## config.mk

```make
export PLATFORM = sky130hd
export DESIGN_NAME = regfile
export DESIGN_NICKNAME = d
export VERILOG_FILES = /design/src/rtl/regfile.sv
export SDC_FILE = /design/constraint.sdc
export NUM_CORES = 2
export LEC_CHECK = 0
export BUFFER_PORTS_ARGS = -buffer_cell sky130_fd_sc_hd__buf_2
export CAP_MARGIN = 0
export CORE_MARGIN = 8
export CORE_UTILIZATION = 44
export CTS_BUF_LIST = sky130_fd_sc_hd__clkbuf_4
export CTS_CLUSTER_SIZE = 12
export DETAILED_ROUTE_END_ITERATION = 12
export GPL_ROUTABILITY_DRIVEN = 0
export PLACE_DENSITY = 0.63
export SETUP_SLACK_MARGIN = 0.15
export SLEW_MARGIN = 20
export SYNTH_ARGS = -nofsm -noshare
export SYNTH_HDL_FRONTEND = slang
export SYNTH_SLANG_ARGS = --single-unit
```

## constraint.sdc

```tcl
create_clock -name clk -period 3.55 [get_ports clk]
set_clock_uncertainty 0.2 [all_clocks]
set_input_delay 0.1775 -clock clk [delete_from_list [all_inputs] [get_ports clk]]
set_output_delay 0.1775 -clock clk [all_outputs]
set_load 0.1 [all_outputs]
```

## src/rtl/regfile.sv

```systemverilog
// regfile -- general-purpose register file behind the writeback mux.
//
// Two asynchronous read ports (A1/RD1, A2/RD2) feed the ALU operand muxes;
// one synchronous write port (WE3/A3/WD3) is driven by the writeback mux.
// Register 0 always reads as zero and cannot be written.
//
// Ports:
//   clk      rising-edge system clock
//   reset    synchronous, active-high; clears every register and WRITTEN
//   WE3      write enable
//   A1, A2   read addresses (r bits)
//   A3       write address (r bits)
//   WD3      write data (n bits)
//   RD1, RD2 read data (n bits), combinational
//   WRITTEN  per-register flag, bit i set once register i is written
//
// Parameters:
//   n       data width
//   r       address width, depth = 2**r
//   BYPASS  1: a read of the register being written returns WD3 this cycle
module regfile #(
  parameter int n      = 32,
  parameter int r      = 5,
  parameter bit BYPASS = 1'b1
) (
  input  logic              clk,
  input  logic              reset,
  input  logic              WE3,
  input  logic [r-1:0]      A1,
  input  logic [r-1:0]      A2,
  input  logic [r-1:0]      A3,
  input  logic [n-1:0]      WD3,
  output logic [n-1:0]      RD1,
  output logic [n-1:0]      RD2,
  output logic [2**r-1:0]   WRITTEN
);

  localparam int DEPTH = 2**r;

  logic [n-1:0]     regs [DEPTH];
  logic [DEPTH-1:0] written_q;
  logic             wr_en;

  // Writes to register 0 are dropped so it stays zero and never flags.
  assign wr_en = WE3 && (A3 != '0);

  always_ff @(posedge clk) begin
    if (reset) begin
      for (int unsigned i = 0; i < DEPTH; i++) begin
        regs[i] <= '0;
      end
      written_q <= '0;
    end else if (wr_en) begin
      regs[A3]      <= WD3;
      written_q[A3] <= 1'b1;
    end
  end

  always_comb begin
    RD1 = '0;
    if (A1 != '0) begin
      if (BYPASS && wr_en && (A1 == A3)) RD1 = WD3;
      else                               RD1 = regs[A1];
    end
  end

  always_comb begin
    RD2 = '0;
    if (A2 != '0) begin
      if (BYPASS && wr_en && (A2 == A3)) RD2 = WD3;
      else                               RD2 = regs[A2];
    end
  end

  assign WRITTEN = written_q;

endmodule

```

======== Word level (Yosys, flattened, before mapping) ========
Memories as Yosys holds them, arrays and structs flattened.
Index checks and enable logic that the tools add are counted.
operators by class
  $lt $le $gt $ge ......................... 2
  eq/ne operators ......................... 2
  mux-type cells .......................... 14
  bitwise logic cells ..................... 1
  reductions and logical operators ........ 8
operators by type and width
  kind                count
  $mux 32             5
  $or 32x32->32       1
  $reduce_or 32->1    1
  $reduce_bool 5->1   3
  $eq 5x5->1          2
  $mux 1              7
  $lt 5x6->1 const B  1
  $demux 1 s5         1
  $ge 5x1->1 const B  1
  $mux 5              1
  $logic_and 1x1->1   4
storage, ports and cells
  bits in registers ....................... 32
  memory bits (writable) .................. 1024
  logic and storage cells ................. 29
  memories kept ........................... 1
memory list
  memory  depth  bits a word  rd ports  clocked after Yosys merged registers in  write ports  line  text
  regs    32     32           2         0                                        32           40    logic [n-1:0] regs [DEPTH];

======== Longest topological paths before layout ========
  depth after elaboration ................. 7
  mapped depth ............................ 11
  gate-level depth less buffers ........... 6

======== Worst setup path after synthesis ========
No wires, ideal clock.
  path kind ............................... input to register
  start ................................... input port A3[4]
  end ..................................... memory regs[16][0] (enable)
  library setup time ...................... 0.466 ns
  arrival time ............................ 3.265 ns
  setup slack ............................. -0.381 ns
  cell stages on the path ................. 4
  buffers on the path ..................... 2
  cell sequence ........................... buf_2 -> or3b_2 -> clkbuf_1 -> o21ai_0
RTL lines
  what             line  text
  start, declared  31    input logic [r-1:0] A3,
  end, declared    40

==> impl_metrics.json <==
{
  "r2r_setup_slack_ps": 2760,
  "leakage_nw": 24.74,
  "yosysWarnings": 0,
  "dpl_worst_slack_ps": 174.5,
  "io_buffers": 145,
  "drtIter0Drc": 5977,
  "multiInputGateArea_um2": 25500,
  "cts.root.buffer_cell": "clkbuf_4",
  "start_util_pct": 44.19,
  "chipWidth_um": 373.4,
  "placed_cells": 5634,
  "syn_to_final_growth_pct": 20.17,
  "synth_top_cell_by_area": "edfxtp_1",
  "cts_max_level": 5,
  "vias_per_cell": 6.438,
  "dieArea_um2": 139400,
  "totalNegativeSetupSlack_ps": -697.0,
  "clockBufferDepth": 4,
  "dp_hpwl_um": 127700,
  "critPathBufInv": 1,
  "synthCells": 4016,
  "grt-ovfl-total": 0,
  "synthesis.area_um2": 56210,
  "critPathMaxFanout": 2,
  "nNetsFinal": 4446,
  "utilization_pct": 53.11,
  "crit_family": "multiplexers",
  "fin_ws_ps": -188.8,
  "tightestPinTransition_ps": 1203,
  "r2r_cells": 1,
  "ys_seq_area_share_pct": 55.84,
  "clock_latency_ps": 1210,
  "timing.hold.ws_ps": 125.7,
  "avgSynthCellArea_um2": 14.00,
  "slew_viol_final": 0,
  "synth_cell_types": 58,
  "grt_pass1_vias": 40410,
  "wl_per_cell_um": 33.40,
  "core_area_um2": 127200,
  "final-seq-area_um2": 31390,
  "die_h_um": 373.4,
  "ys_ff_latch": 1056,
  "drt_wl_total_um": 208900,
  "cts_tree": "yes",
  "cp.arrival_ps": 3360,
  "relSlewSlack_pct": 19.60,
  "peakVddDrop_uv": 362.2,
  "fill_cells": 10590,
  "grt_max_degree": 77,
  "fmax_mhz": 267.5,
  "synthArstFlopShare_pct": 0,
  "crit_type": "reg -> out",
  "place_area_um2": 60970,
  "rows": 131,
  "final-hold-violation-count": 0,
  "grt_pass1_wl_um": 293300,
  "grtUsageTotal_pct": 28.89,
  "route.vias.total": 40260,
  "slowest_delay_ps": 540,
  "setup_viol_count_final": 8,
  "min_period_over_period_pct": 105.3,
  "critPathCaptureType": "output port",
  "fin_crit_ps": 3739,
  "rr_endpoint": "WRITTEN[23]",
  "min_to": "regs[1][26]",
  "required_ps": 3170,
  "antenna_found_initial": 10,
  "crit_top_cell": "mux4_2",
  "critPathSlowestCell": "mux4_2",
  "ant_nets": 0,
  "crit_chain": "mux4_2, mux4_2, nor2b_1, a221o_1, buf_12",
  "cts.sinks": 1056,
  "hold_start": "A3[0]",
  "power.total_mw": 31.40,
  "synth-edff-count": 1024,
  "ys.flop_type": "edfxtp_1",
  "rsz0062_at_grt": "yes",
  "whs_path_depth": 4,
  "cts_inserted_buffers": 298,
  "io_pins": 146,
  "drtPass1Iterations": 7,
  "path_depth": 5,
  "start_kind": "flip-flop",
  "fin_area_um2": 67550,
  "r2r-start": "WRITTEN[23]",
  "synth.top_cells.by_area": "edfxtp_1, mux4_2, and2_1",
  "drive_above_1_share_pct": 34.33,
  "finalNonFillerCells": 6254,
  "drv_cap": 0,
  "violations": "setup timing",
  "hold_path.class": "in -> reg",
  "status": "finished with violations",
  "drcViolationCount": 0,
  "cts.clk_slew.worst_paths_ps": 70,
  "power.density_nw_per_um2": 464.9,
  "synth_top_area_share_pct": 54.70
}
-- how the worst max path moves through the flow --
stage / start / to / slack [ps]
final: regs[21][26] / RD2[26] / -190
after global routing: regs[22][31] / RD2[31] / -300
after CTS: regs[23][26] / RD2[26] / -270
after detailed placement: A2[1] / RD2[11] / 170
after global placement: A2[1] / RD2[11] / 160
after floorplan: A3[4] / regs[16][0] / -380
-- layout by cell type, fill, tap and decap left out, types with 19 or more instances in the layout --
cell type and instances:
mux2_4 28, o221ai_1 32, nand2_2 35, a21oi_2 25, o22ai_1 31, buf_2 79
o21ai_4 31, buf_12 109, conb_1 32, nor3_1 19, a221o_1 20, nand2_4 39
a21oi_1 53, buf_4 188, dlygate4sd3_1 88, dfxtp_1 32, a22oi_2 21, clkbuf_4 428
a32o_2 32, edfxtp_1 1024, and2_1 994, nor2_4 40, a21o_1 31, clkinv_1 41
o21ai_0 32, a211oi_1 29, nand2_1 51, mux2i_1 312, a22oi_1 45, mux4_2 355
-- timing repair --
item                                    4_1_cts  5_1_grt
resized for setup                           330       97
setup buffers                                 8       12
hold buffers                                101        0
endpoints found under the setup margin       64      199
gates cloned                                  0        3
pin swaps                                   126       61
hold endpoints to repair                   1658        0
-- synthesized netlist by cell type, types with 13 or more instances --
cell type and instances:
nor2b_1 13, mux2i_1 331, o221ai_1 32, and2_1 995
clkbuf_1 322, buf_1 17, a21o_1 31, buf_4 33
a22oi_1 66, o22ai_1 36, a21oi_1 81, a211oi_1 45
a22o_1 18, dfxtp_1 32, buf_2 55, o21ai_0 75
a32o_1 32, mux2_2 31, nor3_1 34, edfxtp_1 1024
mux4_2 355, a31oi_1 20, nor2_1 60, a221o_1 21
nand2_1 127, a221oi_1 26
-- metal layers --
metal / GRT usage, % / wire, µm / vias up
li1: - / - / 16260
met4: 16.67 / 13540 / 2
met3: 6.827 / 23360 / 688
met2: 45.08 / 95150 / 2967
met5: 0 / 13 / -
met1: 36.95 / 76790 / 20340
-- sequential cells by signal (all words and copies together), names as in the netlist --
register / cells
regs: 1024
WRITTEN: 32
-- logic make-up after synthesis --
logic type | count (synthesis) | share of synthesized area (%)
compound gates | 526 | 6.700
buf+inv | 435 | 3.301
mux | 717 | 20.74
xor+xnor | 10 | 0.1558
other cells | 1 | 0.006671
flops | 1056 | 55.84
simple gates | 1271 | 13.25
-- report_power, final --
group | internal, mW | switching [mW] | total, mW
registers | 14.3 | 0.354 | 14.7
logic | 2.17 | 3.64 | 5.81
clock network | 5.69 | 5.21 | 10.9
-- cell type report --
type,instances,area share [%]
Sequential cell,1056,46.47
Multi-Input combinational cell,2559,37.75
Timing Repair Buffer,477,7.445
Clock buffer,428,4.757
Tap cell,1662,3.079
Clock inverter,52,0.4149
Antenna cell,16,0.05927
Inverter,4,0.02593
Note: power is estimated with default switching activity, not from simulation.
